**src/rtl/word_uart_tx.sv**
```systemverilog
// word_uart_tx: holds one 32-bit (or single-byte) word and serialises it
// MSB byte first as back-to-back 8N1 UART frames on TXD.
module word_uart_tx #(
    parameter int BAUD_DIV = 868
) (
    input  logic        CLK,
    input  logic        RST,
    input  logic [1:0]  MODE,
    input  logic [31:0] DIN,
    input  logic        WE,
    output logic        READY,
    output logic        TXD,
    output logic        BUSY,
    output logic        OVF
);

    localparam int BW = (BAUD_DIV > 1) ? $clog2(BAUD_DIV) : 1;
    localparam logic [BW-1:0] BAUD_LAST = BW'(BAUD_DIV - 1);

    typedef enum logic [1:0] {
        IDLE,
        START,
        DATA,
        STOP
    } txState_t;

    txState_t        r_state;
    txState_t        w_nextState;
    logic [BW-1:0]   r_baudCnt;
    logic [BW-1:0]   w_nextBaud;
    logic [2:0]      r_bitIdx;
    logic [2:0]      w_nextBit;
    logic            r_txd;
    logic            w_nextTxd;
    logic [7:0]      r_txByte;

    logic [31:0]     r_holdData;
    logic [2:0]      r_holdCnt;
    logic            r_holdValid;
    logic            r_ready;
    logic            r_ovf;

    logic            w_baudEnd;
    logic            w_take;
    logic            w_accept;
    logic            w_unusedMode;

    // MODE[1] carries no meaning for this block.
    assign w_unusedMode = MODE[1];

    assign w_baudEnd = (r_baudCnt == BAUD_LAST);
    // A byte leaves the holding register in the first cycle of its start bit.
    assign w_take    = (r_state == START) && (r_baudCnt == '0);
    assign w_accept  = WE && r_ready;

    assign READY = r_ready;
    assign TXD   = r_txd;
    assign OVF   = r_ovf;
    assign BUSY  = r_holdValid | (r_state != IDLE);

    // Holding register: accept new words, hand bytes to the FSM, flag overflow.
    always_ff @(posedge CLK) begin
        if (RST) begin
            r_holdData  <= '0;
            r_holdCnt   <= '0;
            r_holdValid <= 1'b0;
            r_ready     <= 1'b1;
            r_ovf       <= 1'b0;
            r_txByte    <= '0;
        end else begin
            if (w_take) begin
                r_txByte   <= r_holdData[31:24];
                r_holdData <= {r_holdData[23:0], 8'h00};
                r_holdCnt  <= r_holdCnt - 3'd1;
                if (r_holdCnt == 3'd1) begin
                    r_holdValid <= 1'b0;
                    r_ready     <= 1'b1;
                end
            end
            if (w_accept) begin
                r_holdValid <= 1'b1;
                r_ready     <= 1'b0;
                if (MODE[0]) begin
                    r_holdData <= {DIN[7:0], 24'h000000};
                    r_holdCnt  <= 3'd1;
                end else begin
                    r_holdData <= DIN;
                    r_holdCnt  <= 3'd4;
                end
            end
            if (WE && !r_ready) begin
                r_ovf <= 1'b1;
            end
        end
    end

    // TX FSM state, baud/bit counters and the registered serial output.
    always_ff @(posedge CLK) begin
        if (RST) begin
            r_state   <= IDLE;
            r_baudCnt <= '0;
            r_bitIdx  <= '0;
            r_txd     <= 1'b1;
        end else begin
            r_state   <= w_nextState;
            r_baudCnt <= w_nextBaud;
            r_bitIdx  <= w_nextBit;
            r_txd     <= w_nextTxd;
        end
    end

    // Next-state, counter and line-level decode for the frame sequencer.
    always_comb begin
        w_nextState = r_state;
        w_nextBit   = r_bitIdx;
        w_nextBaud  = '0;
        w_nextTxd   = 1'b1;

        case (r_state)
            IDLE: begin
                if (r_holdValid) begin
                    w_nextState = START;
                end
            end
            START: begin
                if (w_baudEnd) begin
                    w_nextState = DATA;
                    w_nextBit   = 3'd0;
                end
            end
            DATA: begin
                if (w_baudEnd) begin
                    if (r_bitIdx == 3'd7) begin
                        w_nextState = STOP;
                        w_nextBit   = 3'd0;
                    end else begin
                        w_nextBit = r_bitIdx + 3'd1;
                    end
                end
            end
            STOP: begin
                if (w_baudEnd) begin
                    w_nextState = r_holdValid ? START : IDLE;
                end
            end
            default: begin
                w_nextState = IDLE;
            end
        endcase

        if (w_nextState != r_state) begin
            w_nextBaud = '0;
        end else if (w_baudEnd) begin
            w_nextBaud = '0;
        end else begin
            w_nextBaud = r_baudCnt + BW'(1);
        end

        case (w_nextState)
            IDLE:    w_nextTxd = 1'b1;
            START:   w_nextTxd = 1'b0;
            DATA:    w_nextTxd = r_txByte[w_nextBit];
            STOP:    w_nextTxd = 1'b1;
            default: w_nextTxd = 1'b1;
        endcase
    end

endmodule

```
**config.mk**
```make
export PLATFORM = sky130hd
export DESIGN_NAME = word_uart_tx
export DESIGN_NICKNAME = d
export VERILOG_FILES = /design/src/rtl/word_uart_tx.sv
export SDC_FILE = /design/constraint.sdc
export NUM_CORES = 1
export LEC_CHECK = 0
export ABC_AREA = 1
export BUFFER_PORTS_ARGS = -buffer_cell sky130_fd_sc_hd__buf_2
export CAP_MARGIN = 5
export CORE_MARGIN = 3
export CORE_UTILIZATION = 30
export DETAILED_ROUTE_END_ITERATION = 16
export SLEW_MARGIN = 0
export SYNTH_ARGS = -nofsm -noshare
export SYNTH_HDL_FRONTEND = slang
export SYNTH_SLANG_ARGS = --single-unit
```
**constraint.sdc**
```tcl
create_clock -name CLK -period 2.2 [get_ports CLK]
set_input_delay 0 -clock CLK [delete_from_list [all_inputs] [get_ports CLK]]
set_output_delay 0 -clock CLK [all_outputs]
set_load 0.005 [all_outputs]
```
==> key figures, run 1 <==
Outcome
  – Status: complete, no violations

Worst setup path
  – Worst Path Arrival: ~2200 ps
  – Worst Setup Start Kind: flip-flop
  – Bufs and invs on worst path: 3
  – Crit path largest cell delay: 350 ps
  – CP Capture Type: flip-flop
  – Reg2Reg Setup Slack: ~230 ps
  – Critical Path RT: around 2400 ps
  – R2R Path End: r_holdData[21]$_SDFFE_PP0P_
  – Crit path kind: flip-flop to flip-flop
  – CP max-delay cell: dfxtp_2
  – CP top delay family: simple AND/OR/NAND/NOR gates
  – R2R depth: 10
  – FF-to-FF Start: r_state[1]$_SDFF_PP0_
  – CP Cell Sequence: inv_2 -> ha_1 -> nand2_1 -> nor4_2 -> nand2_2 -> inv_2 -> nor2_4 -> buf_4 -> a221oi_1 -> nor3_1
  – CP max FO: 20
  – Worst path most repeated cell: inv_2

Route
  – DR vias/cell: 4.66
  – First drt pass iteration count: 5
  – Starting DRT DRC Count: roughly 150
  – Antenna viol nets, final: 0
  – Vias: around 2,800
  – Final WL: 6960 um
  – Drc violations: 0
  – Routed len/inst: ~12 um

Timing
  – Final worst setup slack: ~230 ps
  – Fin. Hold Viols: 0
  – Final Cycle Share: 0.897
  – Relative slew slack: 0.657
  – Clk_skew: around 8.7 ps
  – Worst Tran Pin Value: slightly above 500 ps
  – Crit path time final: between 1500 and 2000 ps
  – Hold Slack: 68.0 ps
  – Final TNS setup: 0 ps
  – F_max: a little over 500 MHz
  – Setup violations, final: 0
  – RSZ-0062 raised after global routing: true
  – Max-slew violations: 0

Worst hold path
  – Hold Crit Depth: 3
  – Hold EP: r_holdData[26]$_SDFFE_PP0P_
  – Worst min path class: input pin to flip-flop
  – Hold_sp: DIN[26]

Clock tree
  – CTS max path bufs: 2
  – Clock Latency Late Sink: 340 ps
  – # H-tree levels: 3
  – Total CTS buffers: 9
  – CTS Root Cell: clkbuf_8
  – CTS tree: yes
  – CTS sink count: 62
  – Clock slew at reported path FFs: roughly 80 ps

Yosys
  – Avg Cell Area, Syn: between 7 and 8 um^2
  – Post-synthesis async set-or-reset flop share: 0
  – Yosys warns: 0
  – Cell taking the most area after synthesis: dfxtp_1
  – Syn Inst Count: between 300 and 400
  – Dominant cells by area after synthesis: dfxtp_1 (41%), nand2_1 (7.1%), nor2_1 (5.5%), ha_1 (5.4%), a221oi_1 (5.2%)
  – Synthesized cell area: 3020 um^2
  – Post-synthesis cell type count: 36
  – Yosys top cell area share: 0.411
  – Synthesized net count: about 430
  – Flops & latches, synth: 62
  – EDFF count, synth: 0
  – Sequential element share of the synthesized area: 0.411
  – Top FF cell, synth: dfxtp_1

Final layout
  – Area of the multi-input gates: around 1500 um^2
  – FF/Latch Area: 1240 um^2
  – Area delta synth->final: 30.9%
  – Diodes inserted: 0
  – Final core utilization: 0.416
  – Fin nets: approximately 510
  – Filler cells: roughly 950
  – Share of layout cells above drive strength 1: 0.232
  – Commonest non-fill, non-tap cell in the layout: dfxtp_1
  – Most frequent cells in the layout: dfxtp_1 (60), nand2_1 (57), nor2_1 (39), buf_2 (39), inv_1 (38)
  – Non-Filler Instances: 590
  – Design area: 3950 um^2

Placement
  – # port buffers: 39
  – DP Area: around 3400 um^2
  – GP Congestion: around 0.80
  – Hpwl dp: between 4000 and 5000 um
  – Dpl cells: 541
  – Setup WS pre-CTS: 41.5 ps

Die
  – Initial Util: 0.317
  – # rows: 35
  – Die ar.: approximately 11,000 um^2
  – Die span in x: around 110 um
  – Die Ht: approximately 110 um
  – Core Footprint: about 9500 um^2
  – IO Count: 41

Flow run
  – Max-Cap Viols: 0

Pwr
  – Final Power: between 3 and 4 mW
  – Pwr Density: between 700 and 800 nW/um^2
  – Worst VDD drop: around 0.00045 V
  – Leakage: around 1.6 nW

Global routing
  – First-pass GRT wire length: ~12,000 um
  – Global route overflow: 0
  – Initial antenna violation count: 0
  – GRT Total Usage: 0.133
  – Vias in the first global route: 2,646
  – Pin count of the biggest net entering global routing: 35
layout make-up:
type,instances,area share
clock buffer,9,0.0314
clock inverter,7,0.0260
inverter,44,0.0431
multi-input combinational,259,0.392
sequential,62,0.315
tap,129,0.0409
timing repair buffer,80,0.151
sequential cells by signal, indices dropped and copies added, names as in the netlist:
| register | count |
|---|---|
| r_holdData | 32 |
| r_baudCnt | 10 |
| r_txByte | 8 |
| r_bitIdx | 3 |
| r_holdCnt | 3 |
| r_state | 2 |
| OVF | 1 |
| READY | 1 |
| TXD | 1 |
| r_holdValid | 1 |
worst register-to-register path, cell delays in order (launching register included):
cell and delay [ps]:
dfxtp_2 350, inv_2 110, ha_1 200, nand2_1 70, nor4_2 240, nand2_2 100, inv_2 130, nor2_4 90
buf_4 220, a221oi_1 280, nor3_1 70
synth_stat cells (all sizes together) (2+ instances only):
cell / instances
o21ai: 19
buf: 5
a21oi: 22
nand3: 19
a211oi: 3
a41oi: 5
ha: 13
dfxtp: 62
nand2: 63
o211ai: 4
nand3b: 2
xnor2: 4
inv: 43
nor2: 57
a221oi: 18
clkbuf: 11
nand4: 3
xor2: 4
nor3: 17
metal layers:
metal	routed length [um]	up-vias	part of all wire	track usage
met3	307	16	0.044	0.0316
li1	-	1433	-	-
met2	3190	65	0.46	0.201
met5	0	-	0	0
met1	3300	1237	0.47	0.175
met4	165	0	0.024	0.0666
where the power goes:
group          total [mW]  switching [mW]  leakage, nW  internal [mW]
clock network        1.15           0.495        0.117          0.655
registers            1.32          0.0643        0.509           1.25
logic               0.667           0.386        0.990          0.281
total                3.13           0.945         1.62           2.19
timing repair:
action,CTS,global route
hold buffers,33,0
gates resized for setup,0,13
buffers inserted,0,0
setup endpoints to repair,0,20
endpoints found under the hold margin,31,0
cells by family after synthesis:
kind of cell | Yosys count | share of synthesized area
adder cells (fa/ha/maj) | 13 | 0.0539
AND/OR/NAND/NOR | 164 | 0.257
XOR/XNOR | 8 | 0.0232
flip-flops | 62 | 0.411
AO/OA/AOI/OAI | 74 | 0.171
buffers and inverters | 60 | 0.0834
how the worst max path moves through the flow:
stage | from | endpoint | slack, ps | depth (start not counted)
4_1_cts | r_state[0]$_SDFF_PP0_ | TXD$_SDFF_PP1_ | 20 | 13
6_report | r_state[1]$_SDFF_PP0_ | r_holdData[21]$_SDFFE_PP0P_ | 230 | 10
3_3_place_gp | r_state[0]$_SDFF_PP0_ | TXD$_SDFF_PP1_ | 80 | 13
2_1_floorplan | r_state[0]$_SDFF_PP0_ | TXD$_SDFF_PP1_ | 330 | 12
3_5_place_dp | r_state[0]$_SDFF_PP0_ | TXD$_SDFF_PP1_ | 40 | 13
5_1_grt | r_state[0]$_SDFF_PP0_ | TXD$_SDFF_PP1_ | -20 | 13
(Power assumes the default switching activity.)
==> run 2, diff against run 1 <==
Settings changed: ABC_AREA 1 to unset, PLACE_DENSITY_LB_ADDON set to 0.1.
==> run 2 against run 1 <==
  * Global-route usage up 1.5 points
  * Synthesized cell count down 1.3%
  * Sequential share of layout area down 1.9 points
  * Utilization up 0.63 points
  * Combinational power down 5.5%
  * Clock power about the same
  * Clock-buffer cell count unchanged
  * Critical path depth down 2
  * Cell count up 0.17%
  * Critical endpoint is now TXD$_SDFF_PP1_
  * Maximum frequency down 10%
  * Power down 3.0%
  * Worst hold slack worse by 40 ps
==> key figures, run 2 <==
Flow run
  – Max-Cap Viols: 0 (unchanged)

Outcome
  – Status: complete, no violations

Die
  – Die Ht: 108 um (+2.1%)
  – Initial Util: 0.315 (-0.00251)
  – Die span in x: 108 um (+2.1%)
  – # rows: 36 (+2.9%)
  – Core Footprint: 10000 um^2 (+5.2%)
  – IO Count: 41 (unchanged)
  – Die ar.: 11,800 um^2 (+4.1%)

Clock tree
  – CTS sink count: 62 (unchanged)
  – Clock slew at reported path FFs: 90 ps (about the same)
  – Total CTS buffers: 9 (unchanged)
  – CTS Root Cell: clkbuf_8
  – Clock Latency Late Sink: 350 ps (about the same)
  – CTS tree: yes
  – # H-tree levels: 3 (unchanged)
  – CTS max path bufs: 2 (unchanged)

Yosys
  – Syn Inst Count: 376 (-1.3%)
  – Commonest cells post-synth: nand2_1 (79), dfxtp_1 (62), a21oi_1 (28)
  – Dominant cells by area after synthesis: dfxtp_1 (39%), nand2_1 (9.4%), a311oi_1 (6.7%), ha_1 (5.2%), a21oi_1 (4.4%)
  – Synthesized cell area: 3150 um^2 (+4.4%)
  – EDFF count, synth: 0 (unchanged)
  – Yosys warns: 0 (unchanged)
  – Count leader, synth: nand2_1
  – Yosys top cell area share: 0.394 (-0.0173)
  – Avg Cell Area, Syn: 8.38 um^2 (+5.8%)
  – Post-synthesis async set-or-reset flop share: 0 (unchanged)
  – Top FF cell, synth: dfxtp_1
  – Synthesized net count: 426 (-1.2%)
  – Flops & latches, synth: 62 (unchanged)
  – Cell taking the most area after synthesis: dfxtp_1
  – Sequential element share of the synthesized area: 0.394 (-0.0173)
  – Post-synthesis cell type count: 53 (+47%)

Timing
  – Max-slew violations: 0 (unchanged)
  – Final Cycle Share: 0.999 (+0.102)
  – F_max: 455 MHz (-10%)
  – Crit path time final: 2200 ps (+224 ps)
  – Worst Tran Pin Value: 542 ps (+27.6 ps)
  – Fin. Hold Viols: 0 (unchanged)
  – Clk_skew: 18.0 ps (+9.32 ps)
  – Setup violations, final: 0 (unchanged)
  – Relative slew slack: 0.638 (-0.0184)
  – Final TNS setup: 0 ps (unchanged)
  – RSZ-0062 raised after global routing: true

Worst setup path
  – CP Cell Sequence: ha_1 -> ha_1 -> nor4bb_2 -> a41oi_2 -> and2_4 -> mux2_1 -> o22ai_2 -> o221ai_2
  – Critical Path RT: 2410 ps (about the same)
  – Crit path kind: flip-flop to flip-flop
  – Crit path largest cell delay: 350 ps (about the same)
  – CP max FO: 5 (-75%)
  – Worst Setup Start Kind: flip-flop
  – Worst Path Arrival: 2410 ps (+220 ps)
  – CP max-delay cell: nor4bb_2
  – Worst path most repeated cell: ha_1
  – CP Capture Type: flip-flop

Final layout
  – Area delta synth->final: 33.9%
  – Fin nets: 503 (-0.59%)
  – Number of flip-flops in the largest register: 32 (unchanged)
  – Area of the multi-input gates: 1840 um^2 (+19%)
  – Most frequent cells in the layout: nand2_1 (78), dfxtp_1 (57), buf_4 (41)
  – Diodes inserted: 0 (unchanged)
  – Filler cells: 1,053 (+11%)
  – Top flop regs: r_holdData x32, r_baudCnt x10, r_txByte x8
  – Share of layout cells above drive strength 1: 0.290 (+0.0583)
  – FF/Latch Area: 1250 um^2 (+0.30%)
  – Commonest non-fill, non-tap cell in the layout: nand2_1
  – Top reg by flops: r_holdData

Route
  – Starting DRT DRC Count: 113 (-27%)
  – DR vias/cell: 4.88 (+4.8%)
  – Drc violations: 0 (unchanged)
  – Antenna viol nets, final: 0 (unchanged)
  – Final WL: 8210 um (+18%)
  – Vias: 2,887 (+4.9%)
  – Routed len/inst: 13.9 um (+18%)
  – First drt pass iteration count: 4 (-1)

Pwr
  – Worst VDD drop: 0.000300 V (-33%)
  – Pwr Density: 721 nW/um^2 (-9.2%)
  – Final Power: 3.04 mW (-3.0%)
  – Leakage: 1.63 nW (+0.65%)

Placement
  – # port buffers: 39 (unchanged)
  – Hpwl dp: 5570 um (+18%)
  – GP Congestion: 0.724 (-9.6%)

Global routing
  – First-pass GRT wire length: 13,900 um (+15%)
  – Pin count of the biggest net entering global routing: 50 (+43%)
  – Initial antenna violation count: 1 (+1)
  – Vias in the first global route: 2,962 (+12%)
  – Global route overflow: 0 (unchanged)
  – GRT Total Usage: 0.147 (+0.0147)

Worst hold path
  – Worst min path class: input pin to flip-flop
## run 2: cell count changes in the layout (fill, tap and decap cells not counted), moves of 9 or more
| cell | delta |
|---|---|
| a221oi_1 | -18 |
| a311oi_1 | +24 |
| a31oi_1 | +9 |
| buf_4 | +34 |
| dlygate4sd3_1 | -22 |
| inv_1 | -22 |
| nand2_1 | +21 |
| nand3_1 | -9 |
| nor2_1 | -19 |
| nor2_2 | -15 |
| nor2b_1 | +11 |
| o21ai_0 | -16 |
## run 2: through the flow
step / util / hold WS, ps / worst slack, ps / instance area, um^2 / cells
6_report: 0.422 / 28.4 / 2.20 / 4220 / 591
5_1_grt: 0.422 / 37.5 / -119 / 4220 / 591
4_1_cts: 0.414 / 18.7 / 4.10 / 4140 / 589
3_5_place_dp: 0.375 / 271 / -125 / 3750 / 558
3_3_place_gp: 0.375 / 260 / -76.2 / 3750 / 558
2_1_floorplan: - / 144 / 10.8 / 3190 / 376
## run 2: final timing paths
check                                               from                    endpoint  slack [ps]  depth (start not counted)
worst max-delay path              r_bitIdx[0]$_SDFF_PP0_              TXD$_SDFF_PP1_           2                          8
worst min-delay path                              DIN[9]  r_holdData[9]$_SDFFE_PP0P_          30                          3
worst max register to register    r_bitIdx[0]$_SDFF_PP0_              TXD$_SDFF_PP1_           2                          8
worst min register to register  r_txByte[1]$_SDFFE_PP0P_    r_txByte[1]$_SDFFE_PP0P_         450                          2
## run 2: cells by family after synthesis
family                     Yosys count  synth area share
AOI/OAI and AO/OA                   93             0.230
xor gates and xnor gates            10            0.0278
adders and majority gates           13            0.0517
buffers and inverters               45            0.0604
DFF                                 62             0.394
muxes                                3            0.0103
and+or+nand+nor                    150             0.226
## run 2: repair_timing
action	CTS	global route
gates resized for setup	10	11
hold buffers	11	0
endpoints found under the hold margin	12	0
setup endpoints to repair	1	1
buffers inserted	4	2
pin swaps	4	4
## run 2: where the power goes
| group | total, mW | internal (mW) | switching [mW] | leakage (nW) |
|---|---|---|---|---|
| combinational | 0.630 | 0.274 | 0.356 | 1.00 |
| clock | 1.15 | 0.653 | 0.500 | 0.112 |
| sequential | 1.26 | 1.21 | 0.0480 | 0.510 |
| total | 3.04 | 2.14 | 0.904 | 1.63 |
## run 2: worst max-delay path: cells and delay by family (launching register included)
kind | cells | cell delay [ps]
AND/OR/NAND/NOR | 2 | 560
AO/OA/AOI/OAI | 3 | 470
adder cells (fa/ha/maj) | 2 | 400
multiplexers | 1 | 320
flip-flops | 1 | 310
## run 2: area by class of cell
cell class / instances / share of cell area
inverter: 17 / 0.0151
clock buffer: 9 / 0.0294
multi-input combinational: 269 / 0.436
clock inverter: 7 / 0.0249
timing repair buffer: 94 / 0.160
tap: 133 / 0.0395
sequential: 62 / 0.296
## run 2: layer usage
layer | part of all wire | vias up | track usage
met5 | 0.0016 | - | 0
met4 | 0.0095 | 2 | 0.0397
met3 | 0.036 | 9 | 0.0442
met2 | 0.48 | 46 | 0.252
met1 | 0.47 | 1336 | 0.179
li1 | - | 1494 | -
==> run 3, diff against run 2 <==
Settings changed: CORE_ASPECT_RATIO set to 0.8.
==> run 3 against run 2 <==
  * Power up 9.0%
  * Maximum frequency down 1.4%
  * Die area about the same
  * Sequential share of layout area up 0.77 points
  * Largest cell class unchanged
  * Cell area down 2.3%
  * The run now ends with negative setup slack left
  * Via count down 1.7%
  * Global-route usage down 0.25 points
  * Non-clock buffer count down 13
  * Worst hold slack worse by 18 ps
  * Clock power up 25%
==> key figures, run 3 (synthesis results as in run 2) <==
Timing
  – Worst Tran Pin Value: 547 ps (+5.41 ps)
  – RSZ-0062 raised after global routing: true
  – Setup violations, final: 1 (+1)
  – Clk_skew: 5.12 ps (-12.9 ps)
  – Final Cycle Share: 1.01 (+0.0139)
  – Fin. Hold Viols: 0 (unchanged)
  – Hold Slack: 10.5 ps (-17.9 ps)
  – Max-slew violations: 0 (unchanged)
  – Relative slew slack: 0.635 (-0.00321)
  – Crit path time final: 2230 ps (+30.5 ps)
  – Final worst setup slack: -28.3 ps (-30.5 ps)
  – F_max: 449 MHz (-1.4%)

Die
  – Die ar.: 11,800 um^2 (about the same)
  – IO Count: 41 (unchanged)
  – Initial Util: 0.317 (+0.00222)
  – Die Ht: 97.6 um (-10%)
  – # rows: 32 (-11%)
  – Core Footprint: 9930 um^2 (-0.70%)
  – Die span in x: 121 um (+11%)

Worst setup path
  – CP max-delay cell: dfxtp_4
  – Critical Path RT: 2450 ps (+40 ps)
  – Worst path most repeated cell: inv_1
  – Crit path kind: flip-flop to flip-flop
  – CP Cell Sequence: nor4_4 -> and3_4 -> o22ai_1 -> a21oi_1 -> a31oi_2 -> inv_1 -> ha_2 -> inv_1 -> a2111o_1 -> o221ai_2
  – Worst Path Arrival: 2480 ps (+70 ps)
  – CP top delay family: compound AO/OA/AOI/OAI gates
  – Crit path largest cell delay: 360 ps (about the same)
  – Reg2Reg Setup Slack: -30 ps (-30 ps)
  – Bufs and invs on worst path: 2 (+2)
  – CP max FO: 4 (-1)
  – Worst Setup Start Kind: flip-flop
  – CP Capture Type: flip-flop

Placement
  – Hpwl dp: 5720 um (+2.7%)
  – GP Congestion: 0.767 (+5.9%)
  – # port buffers: 39 (unchanged)
  – Dpl cells: 560 (+0.36%)
  – DP Area: 3730 um^2 (-0.43%)

Global routing
  – Vias in the first global route: 2,592 (-12%)
  – Global route overflow: 0 (unchanged)
  – Initial antenna violation count: 0 (-1)
  – Pin count of the biggest net entering global routing: 51 (+2.0%)
  – GRT Total Usage: 0.145 (-0.00255)
  – First-pass GRT wire length: 13,700 um (-1.7%)

Final layout
  – Design area: 4120 um^2 (-2.3%)
  – Final core utilization: 0.415 (-0.00698)
  – Diodes inserted: 0 (unchanged)
  – Commonest non-fill, non-tap cell in the layout: nand2_1
  – Top reg by flops: r_holdData
  – Top flop regs: r_holdData x32, r_baudCnt x10, r_txByte x8
  – Non-Filler Instances: 581 (-1.7%)
  – Most frequent cells in the layout: nand2_1 (78), dfxtp_1 (57), buf_2 (39)
  – Number of flip-flops in the largest register: 32 (unchanged)
  – Area delta synth->final: 30.8%
  – Share of layout cells above drive strength 1: 0.267 (-0.0230)
  – Fin nets: 490 (-2.6%)

Route
  – Routed len/inst: 14.3 um (+3.1%)
  – Starting DRT DRC Count: 227 (+100%)
  – Final WL: 8320 um (+1.3%)
  – DR vias/cell: 4.88 (about the same)
  – Drc violations: 0 (unchanged)
  – Vias: 2,837 (-1.7%)
  – Antenna viol nets, final: 0 (unchanged)
  – First drt pass iteration count: 4 (unchanged)

Clock tree
  – CTS Root Cell: clkbuf_16
  – Total CTS buffers: 9 (unchanged)
  – Clock slew at reported path FFs: 50 ps (-40 ps)
  – CTS sink count: 62 (unchanged)
  – CTS max path bufs: 2 (unchanged)
  – # H-tree levels: 3 (unchanged)
  – Clock Latency Late Sink: 330 ps (-20 ps)
  – CTS tree: yes

Pwr
  – Worst VDD drop: 0.000375 V (+25%)
  – Leakage: 1.58 nW (-3.0%)
  – Pwr Density: 805 nW/um^2 (+12%)
  – Final Power: 3.31 mW (+9.0%)

Worst hold path
  – Worst min path class: input pin to flip-flop

Outcome
  – Status: complete, but fails checks
  – Failing checks: negative setup slack

Flow run
  – Max-Cap Viols: 0 (unchanged)
run 3: through the flow:
step,setup slack [ps],TNS [ps]
2_1_floorplan,10.8,0
3_3_place_gp,-28.4,-28.4
3_5_place_dp,-37.4,-37.4
4_1_cts,-32.5,-32.5
5_1_grt,-144,-624
6_report,-28.3,-28.3
run 3: routing by layer:
metal  GRT usage  share of wire  vias up
li1            -              -     1466
met1       0.233           0.56     1320
met2       0.176           0.39       40
met3      0.0407          0.039       11
met4      0.0497          0.015        0
met5           0              0        -
run 3: worst min-delay path, stage by stage:
cell	delay, ps
buf_2	100
a21oi_1	130
a311oi_1	60
run 3: layout make-up:
class                      instances  area [um^2]
clock inverter                     3         42.5
timing repair buffer              81          549
multi-input combinational        269         1780
inverter                          17         63.8
tap                              136          170
clock buffer                      13          260
sequential                        62         1250
fill                            1054         5810
run 3: worst paths after layout:
kind | startpoint | endpoint | cells past startpoint
worst max register to register | r_baudCnt[7]$_SDFF_PP0_ | TXD$_SDFF_PP1_ | 10
worst min-delay path | DIN[22] | r_holdData[22]$_SDFFE_PP0P_ | 3
worst max-delay path | r_baudCnt[7]$_SDFF_PP0_ | TXD$_SDFF_PP1_ | 10
worst min register to register | r_holdData[24]$_SDFFE_PP0P_ | r_txByte[0]$_SDFFE_PP0P_ | 2
run 3: timing repair:
| item | in CTS | in global routing |
|---|---|---|
| setup buffers | 0 | 2 |
| pin swaps | 1 | 6 |
| setup endpoints to repair | 1 | 1 |
| gates resized for setup | 4 | 8 |
| hold buffers | 4 | 0 |
| hold endpoints to repair | 4 | 0 |
run 3: report_power, final:
part	total, mW	internal [mW]	switching [mW]
sequential	1.26	1.21	0.0535
clock	1.44	0.937	0.507
combinational	0.607	0.257	0.350
